==> src/rtl/mod_mul_pipe_if.sv <==
// Operand/result bundle for the pipelined Barrett modular multiplier.
// Carries the quasi-static modulus and Barrett constant, the input and output
// valid/ready handshakes, the opaque tags, and the busy indication.
interface mod_mul_pipe_if #(
  parameter int W  = 16,
  parameter int TW = 8
);
  logic [W-1:0]  s;
  logic [W:0]    m;
  logic          in_valid;
  logic          in_ready;
  logic [W-1:0]  a;
  logic [W-1:0]  b;
  logic [TW-1:0] in_tag;
  logic          out_valid;
  logic          out_ready;
  logic [W-1:0]  r;
  logic [TW-1:0] out_tag;
  logic          busy;

  // Operation source and result sink side.
  modport master (
    output s, m, in_valid, a, b, in_tag, out_ready,
    input  in_ready, out_valid, r, out_tag, busy
  );

  // Arithmetic core side.
  modport slave (
    input  s, m, in_valid, a, b, in_tag, out_ready,
    output in_ready, out_valid, r, out_tag, busy
  );
endinterface

==> src/rtl/mod_mul_pipe.sv <==
// Barrett modular multiplier r = a*b mod s, one tagged operation per cycle.
// Latency: 4 cycles (S1 product, S2 quotient estimate, S3 remainder, S4 correction).
// Backpressure: all stages hold while a result waits; in_ready = !out_valid || out_ready.
module mod_mul_pipe #(
  parameter int FIELD_WIDTH = 16,
  parameter int TAG_WIDTH   = 8
) (
  input logic           clk,
  input logic           reset,
  mod_mul_pipe_if.slave bus
);
  localparam int W = FIELD_WIDTH;

  // Stage valid bits and tags.
  logic                 v1_q, v2_q, v3_q, v4_q;
  logic [TAG_WIDTH-1:0] tag1_q, tag2_q, tag3_q, tag4_q;

  // Stage data. S2 keeps only the low W+2 bits of ab, which is all the
  // modular remainder computation needs, and stores the shifted quotient.
  logic [2*W-1:0] ab1_q;
  logic [W+1:0]   ab2_q;
  logic [W:0]     q3_q;
  logic [W+1:0]   r0_q;
  logic [W-1:0]   r_q;

  // Next-state values.
  logic [2*W-1:0] ab_d;
  logic [W:0]     q1;
  logic [2*W+1:0] q2_d;
  logic [W+1:0]   q3s;
  logic [W+1:0]   r0_d;
  logic [W+1:0]   s_ext;
  logic [W+1:0]   r1;
  logic [W+1:0]   r2;
  logic [W-1:0]   r_d;
  logic           unused_bits;
  logic           adv;

  // The pipeline moves only when the output register is empty or being drained.
  assign adv = !v4_q || bus.out_ready;

  // Datapath: full product, quotient estimate, remainder mod 2^(W+2), two corrections.
  always_comb begin
    ab_d  = {{W{1'b0}}, bus.a} * {{W{1'b0}}, bus.b};
    q1    = ab1_q[2*W-1:W-1];
    q2_d  = {{(W+1){1'b0}}, q1} * {{(W+1){1'b0}}, bus.m};
    // Only the low W+2 bits of q3*s matter because the true remainder is < 2^(W+2).
    q3s   = {1'b0, q3_q} * {2'b00, bus.s};
    r0_d  = ab2_q - q3s;
    s_ext = {2'b00, bus.s};
    r1    = (r0_q >= s_ext) ? (r0_q - s_ext) : r0_q;
    r2    = (r1 >= s_ext) ? (r1 - s_ext) : r1;
    r_d   = r2[W-1:0];
    // Low quotient bits are shifted away and r2 is always below s.
    unused_bits = ^{q2_d[W:0], r2[W+1:W]};
  end

  // Pipeline registers: shift together on adv, hold everything otherwise.
  always_ff @(posedge clk or posedge reset) begin
    if (reset) begin
      v1_q   <= 1'b0;
      v2_q   <= 1'b0;
      v3_q   <= 1'b0;
      v4_q   <= 1'b0;
      tag1_q <= '0;
      tag2_q <= '0;
      tag3_q <= '0;
      tag4_q <= '0;
      ab1_q  <= '0;
      ab2_q  <= '0;
      q3_q   <= '0;
      r0_q   <= '0;
      r_q    <= '0;
    end else if (adv) begin
      v1_q   <= bus.in_valid;
      v2_q   <= v1_q;
      v3_q   <= v2_q;
      v4_q   <= v3_q;
      tag1_q <= bus.in_tag;
      tag2_q <= tag1_q;
      tag3_q <= tag2_q;
      tag4_q <= tag3_q;
      ab1_q  <= ab_d;
      ab2_q  <= ab1_q[W+1:0];
      q3_q   <= q2_d[2*W+1:W+1];
      r0_q   <= r0_d;
      r_q    <= r_d;
    end
  end

  assign bus.in_ready  = adv;
  assign bus.out_valid = v4_q;
  assign bus.r         = r_q;
  assign bus.out_tag   = tag4_q;
  assign bus.busy      = v1_q | v2_q | v3_q | v4_q;
endmodule

==> src/flat_wrapper.sv <==
// flat-port wrapper written by rule: the top's interface ports become plain ports
module mod_mul_pipe_flat 
#(
  parameter int FIELD_WIDTH = 16,
  parameter int TAG_WIDTH   = 8
)
  (clk, reset, bus_s, bus_m, bus_in_valid, bus_a, bus_b, bus_in_tag, bus_out_ready, bus_in_ready, bus_out_valid, bus_r, bus_out_tag, bus_busy);
  mod_mul_pipe_if bus_i ();
  input logic clk;
  input logic reset;
  input wire logic [$bits(bus_i.s)-1:0] bus_s;
  input wire logic [$bits(bus_i.m)-1:0] bus_m;
  input wire logic [$bits(bus_i.in_valid)-1:0] bus_in_valid;
  input wire logic [$bits(bus_i.a)-1:0] bus_a;
  input wire logic [$bits(bus_i.b)-1:0] bus_b;
  input wire logic [$bits(bus_i.in_tag)-1:0] bus_in_tag;
  input wire logic [$bits(bus_i.out_ready)-1:0] bus_out_ready;
  output wire logic [$bits(bus_i.in_ready)-1:0] bus_in_ready;
  output wire logic [$bits(bus_i.out_valid)-1:0] bus_out_valid;
  output wire logic [$bits(bus_i.r)-1:0] bus_r;
  output wire logic [$bits(bus_i.out_tag)-1:0] bus_out_tag;
  output wire logic [$bits(bus_i.busy)-1:0] bus_busy;
  assign bus_i.s = bus_s;
  assign bus_i.m = bus_m;
  assign bus_i.in_valid = bus_in_valid;
  assign bus_i.a = bus_a;
  assign bus_i.b = bus_b;
  assign bus_i.in_tag = bus_in_tag;
  assign bus_i.out_ready = bus_out_ready;
  assign bus_in_ready = bus_i.in_ready;
  assign bus_out_valid = bus_i.out_valid;
  assign bus_r = bus_i.r;
  assign bus_out_tag = bus_i.out_tag;
  assign bus_busy = bus_i.busy;
  mod_mul_pipe #(.FIELD_WIDTH(FIELD_WIDTH), .TAG_WIDTH(TAG_WIDTH)) u_core (.clk(clk), .reset(reset), .bus(bus_i));
endmodule
==> config.mk <==
export PLATFORM = sky130hd
export DESIGN_NAME = mod_mul_pipe_flat
export DESIGN_NICKNAME = d
export VERILOG_FILES = /design/src/rtl/mod_mul_pipe_if.sv /design/src/rtl/mod_mul_pipe.sv /design/src/flat_wrapper.sv
export SDC_FILE = /design/constraint.sdc
export NUM_CORES = 2
export LEC_CHECK = 0
export CORE_UTILIZATION = 44
export DETAILED_ROUTE_END_ITERATION = 7
export GPL_TIMING_DRIVEN = 0
export PLACE_DENSITY_LB_ADDON = 0.2
export SETUP_SLACK_MARGIN = 0.02
export SYNTH_ARGS = -nofsm -noshare
export SYNTH_HDL_FRONTEND = slang
export SYNTH_SLANG_ARGS = --single-unit
==> constraint.sdc <==
create_clock -name clk -period 10.17 [get_ports clk]
set_input_delay 3.051 -clock clk [delete_from_list [all_inputs] [get_ports clk]]
set_output_delay 3.051 -clock clk [all_outputs]
set_load 0.01 [all_outputs]
==> results.toml <==
[synthesis]
yosysSeqAreaShare_pct = 11.66
ys_ff_latch = 137
synth_area_sq_um = 29410
synth_nets = 4214
async_flop_share_pct = 100.0
syn_inst = 3295
synth_enable_flop_cells = 0
syn_avg_cell_area_sq_um = 8.927
ys_types = 65
synth_ff_type = "dfrtp_1"
ys_warn_count = 0

[drt]
vias = 22120
wl_per_cell_um = 18.47
via_per_inst = 5.152
wl_um = 79310
drc_errors = 15
drtIter0Drc = 1274
ant_nets = 0
first_pass_iters = 8

[clock_network]
htreeDepth = 4
insertion_delay_ns = 0.44
clk_pin_slew_ns = 0.08
cts-root-buf = "clkbuf_16"
cts_hold_buffers = 0
cts_num_sinks = 137
cts_tree = "yes"
max-clock-path-buffers = 2
numCtsBuffers = 17

[sta]
whs_ns = 0.4702
final-max-slew-violation-count = 0
fmax_mhz = 102.1
relSlewSlack_pct = 34.83
fin_ws_ns = 0.3730
tightestPinTransition_ns = 0.9776
rsz0062_at_grt = "false"
skew_ns = 0.008743
setup_viol = 0
finalHoldViolations = 0
finalSetupTns_ns = 0
fin_crit_sh_pct = 96.33
period_needed_ns = 9.797

[grt]
overflow = 0
grt_max_degree = 81
track_usage_pct = 24.43
grt_antenna_before_repair = 1
grt_pass1_wl_um = 127400
grt_pass1_vias = 23040

[outcome]
violations = "DRC"
status = "finished, violations left"

[die]
io_pins = 104
rows = 94
design.die.area_sq_um = 67890
coreArea_sq_um = 65980
die_y_um = 260.6
die_w_um = 260.6
start_util_pct = 44.58

[critical_path]
startpoint_type = "input pin"
critPathMaxFanout = 10
cp_data_required_time_ns = 10.46
crit_type = "input pin to flop"
cp-end-kind = "flop"
worstPathArrival_ns = 10.08

[finish]
nets = 4335
final_common_cell = "inv_1"
area_growth_pct = 9.380
design_area_sq_um = 32170
diodes = 0
mostFrequentLayoutCells = "inv_1, nand2_1, fa_1"
drive_gt1_share_pct = 2.012

[place]
dp_slack_ns = -0.2485
portBuffers = 99
place_congestion = 0.9097
place_area_sq_um = 31520
dp_hpwl_um = 65070

[worst_hold_path]
min_path_type = "flop to flop"

[job]
drv_cap = 0
## sequential cells by signal (all words and copies together) (netlist names)
register              flops
u_core.ab1_q             32
u_core.ab2_q             18
u_core.r0_q              18
u_core.q3_q              17
u_core.bus.r             16
u_core.bus.out_tag        8
u_core.tag1_q             8
u_core.tag2_q             8
u_core.tag3_q             8
u_core.bus.out_valid      1
u_core.v1_q               1
u_core.v2_q               1
u_core.v3_q               1
## stage by stage
step,utilization (%),instances
2_1_floorplan,-,3295
3_3_place_gp,47.72,4258
3_5_place_dp,47.77,4259
4_1_cts,48.72,4291
5_1_grt,48.76,4293
6_report,48.76,4293
## critical path, stage by stage
cell,delay (ns)
clkdlybuf4s50_1,0.66
clkbuf_2,0.35
nand2_1,0.13
fa_1,0.55
fa_1,0.51
fa_1,0.51
inv_1,0.06
fa_1,0.50
fa_1,0.51
inv_1,0.05
fa_1,0.50
inv_1,0.05
ha_1,0.31
a21oi_1,0.23
a31oi_1,0.23
and3_1,0.25
a211oi_2,0.44
a211oi_1,0.20
nor2_1,0.28
a21oi_2,0.16
a31oi_1,0.22
xor2_1,0.19
a21oi_1,0.10
## metal layers
| metal | up-vias | global-route usage, % | part of all wire [%] |
|---|---|---|---|
| met4 | 2 | 6.287 | 2.4 |
| met3 | 111 | 3.613 | 6.0 |
| li1 | 10290 | - | - |
| met5 | - | 0 | 0.018 |
| met2 | 605 | 39.99 | 46 |
| met1 | 11110 | 33.87 | 45 |
## area by class of cell
class,instances,area [sq um]
buffer,128,499.2
clock buffer,17,425.4
clock inverter,15,201.4
fill,6394,33810
inverter,600,2257
multi-input combinational,2430,23250
sequential,137,3428
tap,864,1081
timing repair buffer,102,1033
## cells in the mapped netlist, types with 8 or more instances
cell type  instances  share of area [%]
inv_1            598                7.6
nand2_1          570                7.3
fa_1             544                 37
and2_1           361                7.7
ha_1             298                 13
dfrtp_1          137                 12
a21oi_1          121                2.1
clkbuf_1         120                1.5
nor2_1           106                1.4
xnor2_1           70                2.1
xor2_1            43                1.3
o21ai_0           29               0.49
nand3_1           26               0.44
a21o_1            23               0.59
nor3_1            23               0.39
o21ai_1           23               0.39
o21a_1            19               0.48
and3_1            16               0.34
mux2i_1           16               0.54
or3_1             16               0.34
a211oi_1          14               0.36
nor2b_1           11               0.23
a31oi_1           10               0.21
nand2b_1           8               0.17
## repair_timing
| action | 4_1_cts | 5_1_grt |
|---|---|---|
| resized for setup | 0 | 19 |
| setup endpoints to repair | 0 | 20 |
| setup buffers | 0 | 2 |
## worst paths after layout
kind | slack (ns) | start | endpoint | cells past startpoint
worst max-delay path | 0.37 | bus_m[2] | u_core.q3_q[14] | 23
min in group asynchronous | 3.05 | reset | u_core.bus.r[8] | 2
worst max register to register | 2.55 | u_core.ab1_q[22] | u_core.q3_q[14] | 24
worst min-delay path | 0.47 | u_core.bus.out_tag[2] | u_core.bus.out_tag[2] | 2
max in group asynchronous | 6.31 | reset | u_core.q3_q[6] | 3
worst min register to register | 0.47 | u_core.bus.out_tag[2] | u_core.bus.out_tag[2] | 2
## logic make-up (layout without fill, tap and decap cells)
logic type | after synthesis | after routing | synth area share (%)
buf+inv | 728 | 862 | 9.316
flops | 137 | 137 | 11.66
fa+ha+maj | 842 | 842 | 49.70
xor+xnor | 115 | 115 | 3.514
compound gates | 285 | 285 | 6.019
mux | 26 | 26 | 0.9273
simple gates | 1162 | 1162 | 18.87
Power is not shown: default switching activity piles up to over one toggle a cycle in this logic, so the estimate is an artifact.
